==> src/rtl/jk_reg_bank.sv <==
// jk_reg_bank: WIDTH-bit bank of JK flip-flops with enable, synchronous clear,
// parallel load and a JK-chained up/down counter mode with terminal-count pulse.
// All outputs (q, changed, tc) are registered; there is no input-to-output
// combinational path.
module jk_reg_bank #(
    parameter int               WIDTH     = 8,
    parameter logic [WIDTH-1:0] RESET_VAL = {WIDTH{1'b0}}
) (
    input  logic             clock,
    input  logic             rst,
    input  logic             en,
    input  logic             clr,
    input  logic [1:0]       mode,
    input  logic [WIDTH-1:0] j,
    input  logic [WIDTH-1:0] k,
    input  logic [WIDTH-1:0] d,
    output logic [WIDTH-1:0] q,
    output logic [WIDTH-1:0] changed,
    output logic             tc
);

    localparam logic [1:0] MODE_JK   = 2'b00;
    localparam logic [1:0] MODE_LOAD = 2'b01;
    localparam logic [1:0] MODE_UP   = 2'b10;
    localparam logic [1:0] MODE_DOWN = 2'b11;

    logic [WIDTH-1:0] q_r;
    logic [WIDTH-1:0] changed_r;
    logic             tc_r;

    logic [WIDTH-1:0] q_next_s;
    logic             tc_next_s;

    // Single-bit JK characteristic: hold / reset / set / toggle.
    function automatic logic jk_bit(input logic cur, input logic jb, input logic kb);
        logic nxt;
        case ({jb, kb})
            2'b00:   nxt = cur;
            2'b01:   nxt = 1'b0;
            2'b10:   nxt = 1'b1;
            2'b11:   nxt = ~cur;
            default: nxt = cur;
        endcase
        return nxt;
    endfunction

    // Chained toggle enables: bit i toggles when every lower bit equals
    // match_val (1 for counting up, 0 for counting down); bit 0 always toggles.
    function automatic logic [WIDTH-1:0] toggle_mask(input logic [WIDTH-1:0] cur,
                                                     input logic             match_val);
        logic [WIDTH-1:0] mask;
        logic             run;
        mask = '0;
        run  = 1'b1;
        for (int i = 0; i < WIDTH; i++) begin
            mask[i] = run;
            run     = run & (cur[i] == match_val);
        end
        return mask;
    endfunction

    // Next-state and terminal-count decode for an enabled, non-cleared edge.
    always_comb begin
        q_next_s  = q_r;
        tc_next_s = 1'b0;
        case (mode)
            MODE_JK: begin
                for (int i = 0; i < WIDTH; i++) begin
                    q_next_s[i] = jk_bit(q_r[i], j[i], k[i]);
                end
                tc_next_s = 1'b0;
            end
            MODE_LOAD: begin
                q_next_s  = d;
                tc_next_s = 1'b0;
            end
            MODE_UP: begin
                q_next_s  = q_r ^ toggle_mask(q_r, 1'b1);
                tc_next_s = &q_r;
            end
            MODE_DOWN: begin
                q_next_s  = q_r ^ toggle_mask(q_r, 1'b0);
                tc_next_s = ~|q_r;
            end
            default: begin
                q_next_s  = q_r;
                tc_next_s = 1'b0;
            end
        endcase
    end

    // State register with priority reset > clear > hold (en low) > mode update.
    always_ff @(posedge clock or negedge rst) begin
        if (!rst) begin
            q_r       <= RESET_VAL;
            changed_r <= '0;
            tc_r      <= 1'b0;
        end else if (clr) begin
            q_r       <= RESET_VAL;
            changed_r <= q_r ^ RESET_VAL;
            tc_r      <= 1'b0;
        end else if (!en) begin
            q_r       <= q_r;
            changed_r <= '0;
            tc_r      <= 1'b0;
        end else begin
            q_r       <= q_next_s;
            changed_r <= q_next_s ^ q_r;
            tc_r      <= tc_next_s;
        end
    end

    assign q       = q_r;
    assign changed = changed_r;
    assign tc      = tc_r;

endmodule
==> config.mk <==
export PLATFORM = sky130hd
export DESIGN_NAME = jk_reg_bank
export DESIGN_NICKNAME = d
export VERILOG_FILES = /design/src/rtl/jk_reg_bank.sv
export SDC_FILE = /design/constraint.sdc
export NUM_CORES = 1
export LEC_CHECK = 0
export CAP_MARGIN = 5
export CORE_ASPECT_RATIO = 0.5
export CORE_MARGIN = 5
export CORE_UTILIZATION = 51
export CTS_BUF_LIST = sky130_fd_sc_hd__clkbuf_4
export CTS_CLUSTER_SIZE = 40
export DETAILED_ROUTE_END_ITERATION = 10
export PLACE_DENSITY = 0.87
export SYNTH_ARGS = -nofsm -noshare
export SYNTH_HDL_FRONTEND = slang
export SYNTH_SLANG_ARGS = --single-unit
==> constraint.sdc <==
create_clock -name clock -period 3.67 [get_ports clock]
set_input_delay 0.734 -clock clock [delete_from_list [all_inputs] [get_ports clock]]
set_output_delay 0.734 -clock clock [all_outputs]
set_load 0.01 [all_outputs]
==> summary.md <==
| Metric | Value |
|---|---|
| Multi-input logic area | `roughly 910 µm²` |
| Mapped Area | `~1400 µm²` |
| Commonest cells post-synth | `nand2_1, dfrtp_1, nor2_1` |
| Vias/cell | `slightly below 6` |
| Synth Area in Compound Gates | `24.4%` |
| Status | `completed` |
| Seq. cell area | `around 430 µm²` |
| Num ports | `47` |
| Sum Neg Setup Slack | `0 ns` |
| Crit path DAT | `around 2.6 ns` |
| Final setup margin | `approximately 1.2 ns` |
| Place WS | `between 0.9 and 1 ns` |
| Largest net degree at the start of global routing | `21` |
| Std cell rows | `13` |
| Main combinational cell family by area after synthesis | `simple AND/OR/NAND/NOR gates` |
| Gp weighted congestion | `about 0.87` |
| Slew Viols, Final | `0` |
| Seq cells post-synth | `17` |
| Initial Util | `a little over half` |
| RSZ-0062 raised after global routing | `no` |
| Final hold violation count | `0` |
| Total GRT Usage | `around a fifth` |
| Yosys cell types | `54` |
| Area Overhead vs Synth | `30.3%` |
| Die X | `between 80 and 90 µm` |
| Synth Instances | `roughly 170` |
| CTS Sinks | `17` |
| Final HPWL DP | `about 2800 µm` |
| Max cap viols | `0` |
| Crit path from | `mode[0]` |
| 1st-pass router iterations | `4` |
| Worst setup EP type | `flip-flop` |
| Worst vdd ir | `between 200 and 250 µV` |
| PortBufs | `46` |
| Wirelength per Cell | `~15 µm` |
| Simple-gate share of the synthesized area | `a little under a third` |
| CP Class | `in -> reg` |
| Crit-path max FO | `20` |
| Leak Pwr | `0.742 nW` |
| Worst Clk Skew | `0.0161 ns` |
| Placed cells | `236` |
| Power per cell area | `between 200 and 300 nW/µm²` |
| TritonCTS Buffers | `3` |
| Total core area | `2650 µm²` |
| Vias in the first global route | `between 1000 and 1500` |
| CTS tree | `built` |
| Synth async-reset ratio | `100%` |
| CP Data Required Time | `~3.9 ns` |
| Mean Syn Cell Area | `between 8 and 9 µm²` |
| Reg2reg start | `q[0]` |
| Total wire length | `3710 µm` |
| Synthesized netlist net count | `between 150 and 200` |
| Antenna diode count | `0` |
| Most common cell in the netlist | `nand2_1` |
| Initial antenna violation count | `0` |
| Synth top area share | `around 29%` |
| Synth area leader | `dfrtp_1` |
| Fraction of layout cells with a size suffix above 1 | `between 9 and 10%` |
| Yosys Warn Count | `0` |
| Largest cells by area after synthesis | `dfrtp_1, mux2i_1, nand2_1` |
| Clock-pin slew on the worst setup and hold paths | `around 0.10 ns` |
| EDFF count, synth | `0` |
| Hold_buf cts | `0` |
| Antenna Nets Post-Route | `0` |
| FMAX | `between 400 and 500 MHz` |
| Seq/Total Area, Yosys | `29.4%` |
| Area after DPL | `around 1900 µm²` |
| Post-synthesis mux area share | `around 6.2%` |
| Final instance area | `1890 µm²` |
| DRT iter0 DRCs | `88` |
| Hold_ws | `0.725 ns` |
| Post-Synth XOR/XNOR Area | `0.604%` |
| Tightest Pin Transition | `0.795 ns` |
| Chip Height | `47.7 µm` |
| Die area | `around 4000 µm²` |
| # H-tree levels | `1` |
| Global route total overflow | `0` |
| Root Driver | `clkbuf_4` |
| Tcrit/Tclk final | `between 60% and 70%` |
| Post-CTS Setup Bufs | `0` |
| CP Launch Type | `input port` |
| Final nets | `roughly 230` |
| Hold path startpoint | `q[6]` |
| Post-cts sizing count | `0` |
| Via count | `roughly 1400` |
| Hold WC Path Type | `reg -> reg` |
| Drc violations | `0` |
| Top_reg_cell synth | `dfrtp_1` |
| Final setup fails | `0` |
| Filler cell count | `201` |
| Worst skew pair latency | `about 0.31 ns` |
| Global-route wire length before repair | `5870 µm` |
| Slew HR | `approximately 47%` |
| Adder-cell share of the synthesized area | `0%` |
| Clk buf depth | `2` |
| Crit path time final | `2.43 ns` |
| Fin cells | `between 200 and 250` |
[final timing paths]
path                              to  slack, ns  cells past startpoint
worst max-delay path            q[7]       1.24                      5
worst min-delay path              tc       0.73                      2
worst max register to register  q[5]       1.96                      4
worst min register to register    tc       0.73                      2
max in group asynchronous       q[5]       2.28                      1
min in group asynchronous       q[0]       0.87                      1
[cell type report]
cell class | instances | share of cell area [%]
Timing Repair Buffer | 47 | 24.8
Sequential cell | 17 | 22.5
Inverter | 4 | 0.795
Clock inverter | 1 | 0.265
Clock buffer | 3 | 1.19
Multi-Input combinational cell | 131 | 48.0
Tap cell | 37 | 2.45
[worst max-delay path: stages]
cell             delay (ns)
clkdlybuf4s50_1        0.77
and2_2                 0.41
or3_4                  0.39
mux2i_1                0.13
a211oi_1               0.20
[power by group]
part / leakage [nW] / switching [mW] / internal, mW
logic: 0.501 / 0.0916 / 0.117
registers: 0.223 / 0.0358 / 0.207
clock network: 0.0177 / 0.0664 / 0.0407
[cells in the final DEF (no fill, tap or decap), drive strengths merged, types with 5 or more instances in the layout]
| cell | instances |
|---|---|
| nand2 | 18 |
| clkdlybuf4s50 | 46 |
| nand2b | 9 |
| nor2 | 11 |
| mux2i | 9 |
| a21oi | 6 |
| o21ai | 7 |
| or3 | 7 |
| dfrtp | 17 |
| nor3b | 5 |
[sequential cells by signal (all words and copies together) (netlist names)]
signal / count
changed: 8
q: 8
tc: 1
[cell families (layout without fill, tap and decap cells)]
group                     Yosys count  in the layout
AOI/OAI and AO/OA                  47             47
xor gates and xnor gates            1              1
muxes                               9              9
buffers and inverters              20             55
DFF                                17             17
and+or+nand+nor                    74             74
[metal layers]
layer / track usage (%) / wire [µm]
met5: 0 / 0
met4: 6.94 / 57
met3: 3.95 / 171
met2: 33.5 / 1780
met1: 23.4 / 1700
[through the flow]
| stage | utilization, % | power, mW |
|---|---|---|
| final | 71.2 | 0.558 |
| after global routing | 71.2 | 0.588 |
| after CTS | 71.2 | 0.559 |
| after detailed placement | 70.2 | 0.454 |
| after global placement | 70.2 | 0.448 |
| after floorplan | - | 0.368 |
Note: power is estimated with default switching activity, not from simulation.
==> RTL edit 1, RTL diff (config.mk and constraints unchanged) <==
The parameter `WIDTH` goes from 8 to 7.
--- a/src/rtl/jk_reg_bank.sv
+++ b/src/rtl/jk_reg_bank.sv
@@ -4,5 +4,5 @@
 // combinational path.
 module jk_reg_bank #(
-    parameter int               WIDTH     = 8,
+    parameter int               WIDTH     = 7,
     parameter logic [WIDTH-1:0] RESET_VAL = {WIDTH{1'b0}}
 ) (
Ports: changed (5 resized); port bits go from 47 to 42. The function was not compared with the original's and may differ.
==> RTL edit 1 against the unedited design <==
  * Die area shrank 14%
  * Power shrank 13%
  * Sequential cell count shrank 2
  * Synthesized area shrank 17%
  * Worst setup slack lost 94 ps
  * Routed wire length shrank 21%
  * Worst hold slack lost 44 ps
  * Critical endpoint is now changed[1]$_DFF_PN0_
  * Cell area shrank 15%
  * Largest power group unchanged
==> RTL edit 1: results (changes against the unedited design) <==
Place
  • Placed Cells incl. Taps: 201 (-15%)
  • Port Buffer Count: 41 (-11%)
  • HPWL Detailed: 2.25 mm (-20%)
  • Final Wtd Congestion: 0.831 (-4.2%)
  • Post-Place Setup Slack: 874 ps (-84.8 ps)
  • Cell area after placement: 1570 µm² (-16%)

Cells and area
  • Final nets: 205 (-12%)
  • Ratio of cells with drive above 1 in the final layout: 0.0734 (-0.0251)

Outcome
  • Status: finished, final reports clean

Yosys
  • FFs w/ async S/R, synth: 1.00 (unchanged)
  • Synthesized instance count: 146 (-13%)
  • Most used DFF post-synth: dfrtp_1
  • Synth area leaders: dfrtp_1 31%, mux2i_1 5.8%, nand2_1 5.3%
  • Sequential area share after synthesis: 0.312 (+0.0179)
  • Net count after synthesis: 173 (-13%)
  • Most frequent cells after synthesis: 17 x nand2_1, 15 x dfrtp_1, 10 x a21oi_1, 10 x nand2b_1
  • Unique masters post-synth: 45 (-17%)

Global routing
  • M1 GR Usage: 0.215 (-0.0190)
  • Met3 global-route usage: 0.0488 (+0.00926)
  • First-pass GRT wire length: 4.88 mm (-17%)
  • Met2 Track Usage GR: 0.324 (-0.0111)
  • Vias in the first global route: 1098 (-14%)
  • Largest net degree at the start of global routing: 22 (+4.8%)
  • Total GRT Usage: 0.180 (-0.00729)

Detailed routing
  • Vias per Instance: 5.87 (-0.11%)
  • Via count: 1203 (-15%)
  • Wire per inst: 14.3 µm (-7.5%)
  • First DRT Iteration DRCs: 64 (-27%)

Pwr
  • Peak supply drop: 0.158 mV (-25%)
  • Leak: 0.635 nW (-14%)
  • Int Power: 328 µW (-10%)

Clock tree
  • Post-CTS sizing: 0 (unchanged)
  • H-tree levels: 1 (unchanged)
  • Clk slew on worst S/H paths: 90 ps
  • CTS root buffer: clkbuf_4
  • Clk_lat worst skew: 290 ps (-20 ps)

Timing
  • Skew final: 2.07 ps (-14.0 ps)
  • Rel. slew slack: 0.519 (+0.0501)

Hold path
  • Hold path depth: 1 (-1)

Setup path
  • Critical path's largest stage delay: 940 ps (+170 ps)
  • CP arrival: 2740 ps (+100 ps)
  • Max FO, Critical Path: 21 (+5.0%)
  • Crit path max-delay cell type: clkdlybuf4s50_1

Run
  • Max Cap Violations: 0 (unchanged)
## RTL edit 1: changes by cell type after synthesis, sizes merged, moves of 4 or more
cell	unedited run	this run
or3	7	1
a21oi	6	10
nand4	4	0
o22ai	4	0
## RTL edit 1: through the flow
step            util  total power, mW  hold slack (ps)
6_report       0.714            0.486              681
5_1_grt        0.714            0.518              715
4_1_cts        0.714            0.488              687
3_5_place_dp   0.701            0.383              673
3_3_place_gp   0.701            0.379              673
2_1_floorplan      -            0.307              438
## RTL edit 1: logic make-up after synthesis
family | synth area share
buf+inv | 0.0903
simple gates | 0.277
mux | 0.0582
flops | 0.312
compound gates | 0.255
xor+xnor | 0.00727
## RTL edit 1: layout make-up
cell class                      count  area [µm²]
Multi-Input combinational cell    110         721
Fill cell                         173         639
Timing Repair Buffer               41         410
Sequential cell                    15         375
Tap cell                           28        35.0
Clock buffer                        4        30.0
Inverter                            7        26.3
## RTL edit 1: layer usage
| metal | wire length (µm) | vias to the layer above |
|---|---|---|
| met5 | 0 | - |
| met4 | 44 | 0 |
| met3 | 151 | 4 |
| met2 | 1400 | 42 |
| met1 | 1340 | 565 |
| li1 | - | 592 |
## RTL edit 1: worst max-delay path, delay by kind of cell
family	cells	cell delay, ps
multiplexers	1	220
AO/OA/AOI/OAI	2	590
buffers and inverters	2	1190
## RTL edit 1: worst paths after layout
kind / startpoint / endpoint / slack (ps)
worst max-delay path: mode[1] / changed[1]$_DFF_PN0_ / 1150
worst max register to register: q[0]$_DFFE_PN0P_ / q[6]$_DFFE_PN0P_ / 2020
max in group asynchronous: rst / q[6]$_DFFE_PN0P_ / 2380
worst min register to register: q[6]$_DFFE_PN0P_ / changed[6]$_DFF_PN0_ / 680
min in group asynchronous: rst / changed[1]$_DFF_PN0_ / 850
worst min-delay path: q[6]$_DFFE_PN0P_ / changed[6]$_DFF_PN0_ / 680
## RTL edit 1: power by group through the flow
stage	combinational, mW	sequential, mW	clock, mW
2_1_floorplan	0.104	0.202	0
3_3_place_gp	0.169	0.210	0
3_5_place_dp	0.172	0.210	0
4_1_cts	0.173	0.207	0.108
5_1_grt	0.187	0.212	0.118
6_report	0.172	0.208	0.106
==> RTL edit 2, RTL diff (same flow settings) <==
Made on the original files. Add an input register stage for `d`, cleared by the reset; this delays it by one clock. The other inputs are not delayed to match.
--- a/src/rtl/jk_reg_bank.sv
+++ b/src/rtl/jk_reg_bank.sv
@@ -24,4 +24,14 @@
     localparam logic [1:0] MODE_UP   = 2'b10;
     localparam logic [1:0] MODE_DOWN = 2'b11;
+
+    logic [WIDTH-1:0] d_q;
+
+    always_ff @(posedge clock or negedge rst) begin
+        if (!rst) begin
+            d_q <= '0;
+        end else begin
+            d_q <= d;
+        end
+    end
 
     logic [WIDTH-1:0] q_r;
@@ -72,5 +82,5 @@
             end
             MODE_LOAD: begin
-                q_next_s  = d;
+                q_next_s  = d_q;
                 tc_next_s = 1'b0;
             end
Behaviour: not the same (Yosys sat finds a counterexample within 4 cycles, from zero or initial values and one cycle with rst low).
==> RTL edit 2 against the unedited design <==
  * Routed wire length increased by 4.7%
  * Clock power increased by 20%
  * Power increased by 20%
  * Synthesized area increased by 13%
  * Highest routed layer unchanged
  * Cell area increased by 9.6%
  * Sequential cell count increased by 8
  * Worst setup slack got worse by 20 ps
  * Largest power group unchanged
  * Non-clock buffer count increased by 1
  * Worst hold slack got worse by 59 ps
==> RTL edit 2: results (changes against the unedited design) <==
Setup path
  • Max FO, Critical Path: 17 (-15%)
  • Critical path's largest stage delay: 710 ps (-60 ps)

Pwr
  • Clk pwr share: 0.191
  • Peak supply drop: 0.181 mV (-15%)
  • Comb power frac: 0.309 (-0.064)
  • Clk power: 128 µW (+20%)
  • Leak: 0.834 nW (+12%)
  • Sw frac: 0.318 (-0.0288)

Cells and area
  • Post-Layout Inst Area: 2070 µm² (+9.6%)
  • # fillers: 253 (+26%)
  • Ratio of cells with drive above 1 in the final layout: 0.0841 (-0.0144)

Place
  • Cell area after placement: 2040 µm² (+9.8%)
  • Placed Cells incl. Taps: 250 (+5.9%)
  • HPWL Detailed: 2.80 mm (about the same)
  • Final Wtd Congestion: 0.808 (-6.8%)
  • Post-Place Setup Slack: 902 ps (-56.8 ps)

Clock tree
  • Clock tree buffer depth: 2 (unchanged)
  • Clk_lat worst skew: ~320 ps
  • H-tree levels: 1 (unchanged)
  • Clk slew on worst S/H paths: 140 ps (+40 ps)
  • Total CTS buffers: 3 (unchanged)
  • CTS root buffer: clkbuf_4

Global routing
  • Total GRT Usage: 0.170 (-0.0172)
  • Largest net degree at the start of global routing: 26 (+24%)
  • First-pass GRT wire length: 6.32 mm (+7.6%)
  • Vias in the first global route: 1282 (+0.23%)

Yosys
  • Net count after synthesis: 209 (+5.6%)
  • Unique masters post-synth: 48 (-11%)
  • Synth area leaders: dfrtp_1 38%, nand2_1 5.3%, mux2i_1 4.9%
  • Sequential area share after synthesis: 0.381 (+0.0872)
  • Most frequent cells after synthesis: 25 x dfrtp_1, 23 x nand2_1, 12 x nand2b_1, 12 x nor2_1, 8 x mux2i_1
  • FFs w/ async S/R, synth: 1.00 (unchanged)
  • Avg Inst Size Synth: 9.18 µm² (+6.4%)

Outcome
  • Status: finished, final reports clean

Detailed routing
  • First DRT Iteration DRCs: 145 (+65%)
  • Vias per Instance: 5.88 (+0.12%)
  • Via count: 1494 (+6.0%)
  • Wire per inst: 15.3 µm (-1.1%)

Timing
  • Fmax: 0.409 GHz (-0.82%)
  • Rel. slew slack: 0.529 (+0.0604)
  • Hold slack final: 666 ps (-59.0 ps)
  • Skew final: 2.14 ps (-14.0 ps)

Hold path
  • Hold Path Class: reg2reg
## RTL edit 2: cell count changes after synthesis, moves of 3 or more
cell      change
dfrtp_1       +8
nand2_1       +5
a211oi_1      -4
buf_6         +3
nand2b_1      +3
or2_2         +3
## RTL edit 2: area by class of cell
| type | instances | area share |
|---|---|---|
| timing repair buffer | 48 | 0.230 |
| multi-input combinational | 134 | 0.425 |
| clock inverter | 1 | 0.00242 |
| inverter | 3 | 0.00544 |
| tap | 40 | 0.0242 |
| sequential | 25 | 0.302 |
| clock buffer | 3 | 0.0109 |
## RTL edit 2: logic make-up after synthesis
group / Yosys count / synth area share
compound gates: 46 / 0.209
xor+xnor: 1 / 0.00533
buf+inv: 20 / 0.0838
flops: 25 / 0.381
mux: 8 / 0.0487
simple gates: 79 / 0.273
## RTL edit 2: worst paths after layout
check	startpoint	to	cells past startpoint
setup / recovery	mode[1]	changed[0]$_DFF_PN0_	6
hold / removal	d_q[0]$_DFF_PN0_	q[0]$_DFFE_PN0P_	2
setup reg to reg	q[0]$_DFFE_PN0P_	q[4]$_DFFE_PN0P_	4
hold reg to reg	d_q[0]$_DFF_PN0_	q[0]$_DFFE_PN0P_	2
max in group asynchronous	rst	changed[0]$_DFF_PN0_	2
min in group asynchronous	rst	changed[2]$_DFF_PN0_	2
## RTL edit 2: worst max-delay path, delay by kind of cell
family	cells	cell delay, ps
simple gates	3	680
compound gates	1	240
buf+inv	2	1030
## RTL edit 2: routing by layer
metal | vias up | global-route usage | share of wire
met5 | - | 0 | 0
met2 | 56 | 0.280 | 0.49
met4 | 0 | 0.0322 | 0.011
met3 | 4 | 0.0448 | 0.068
li1 | 720 | - | -
met1 | 714 | 0.231 | 0.43
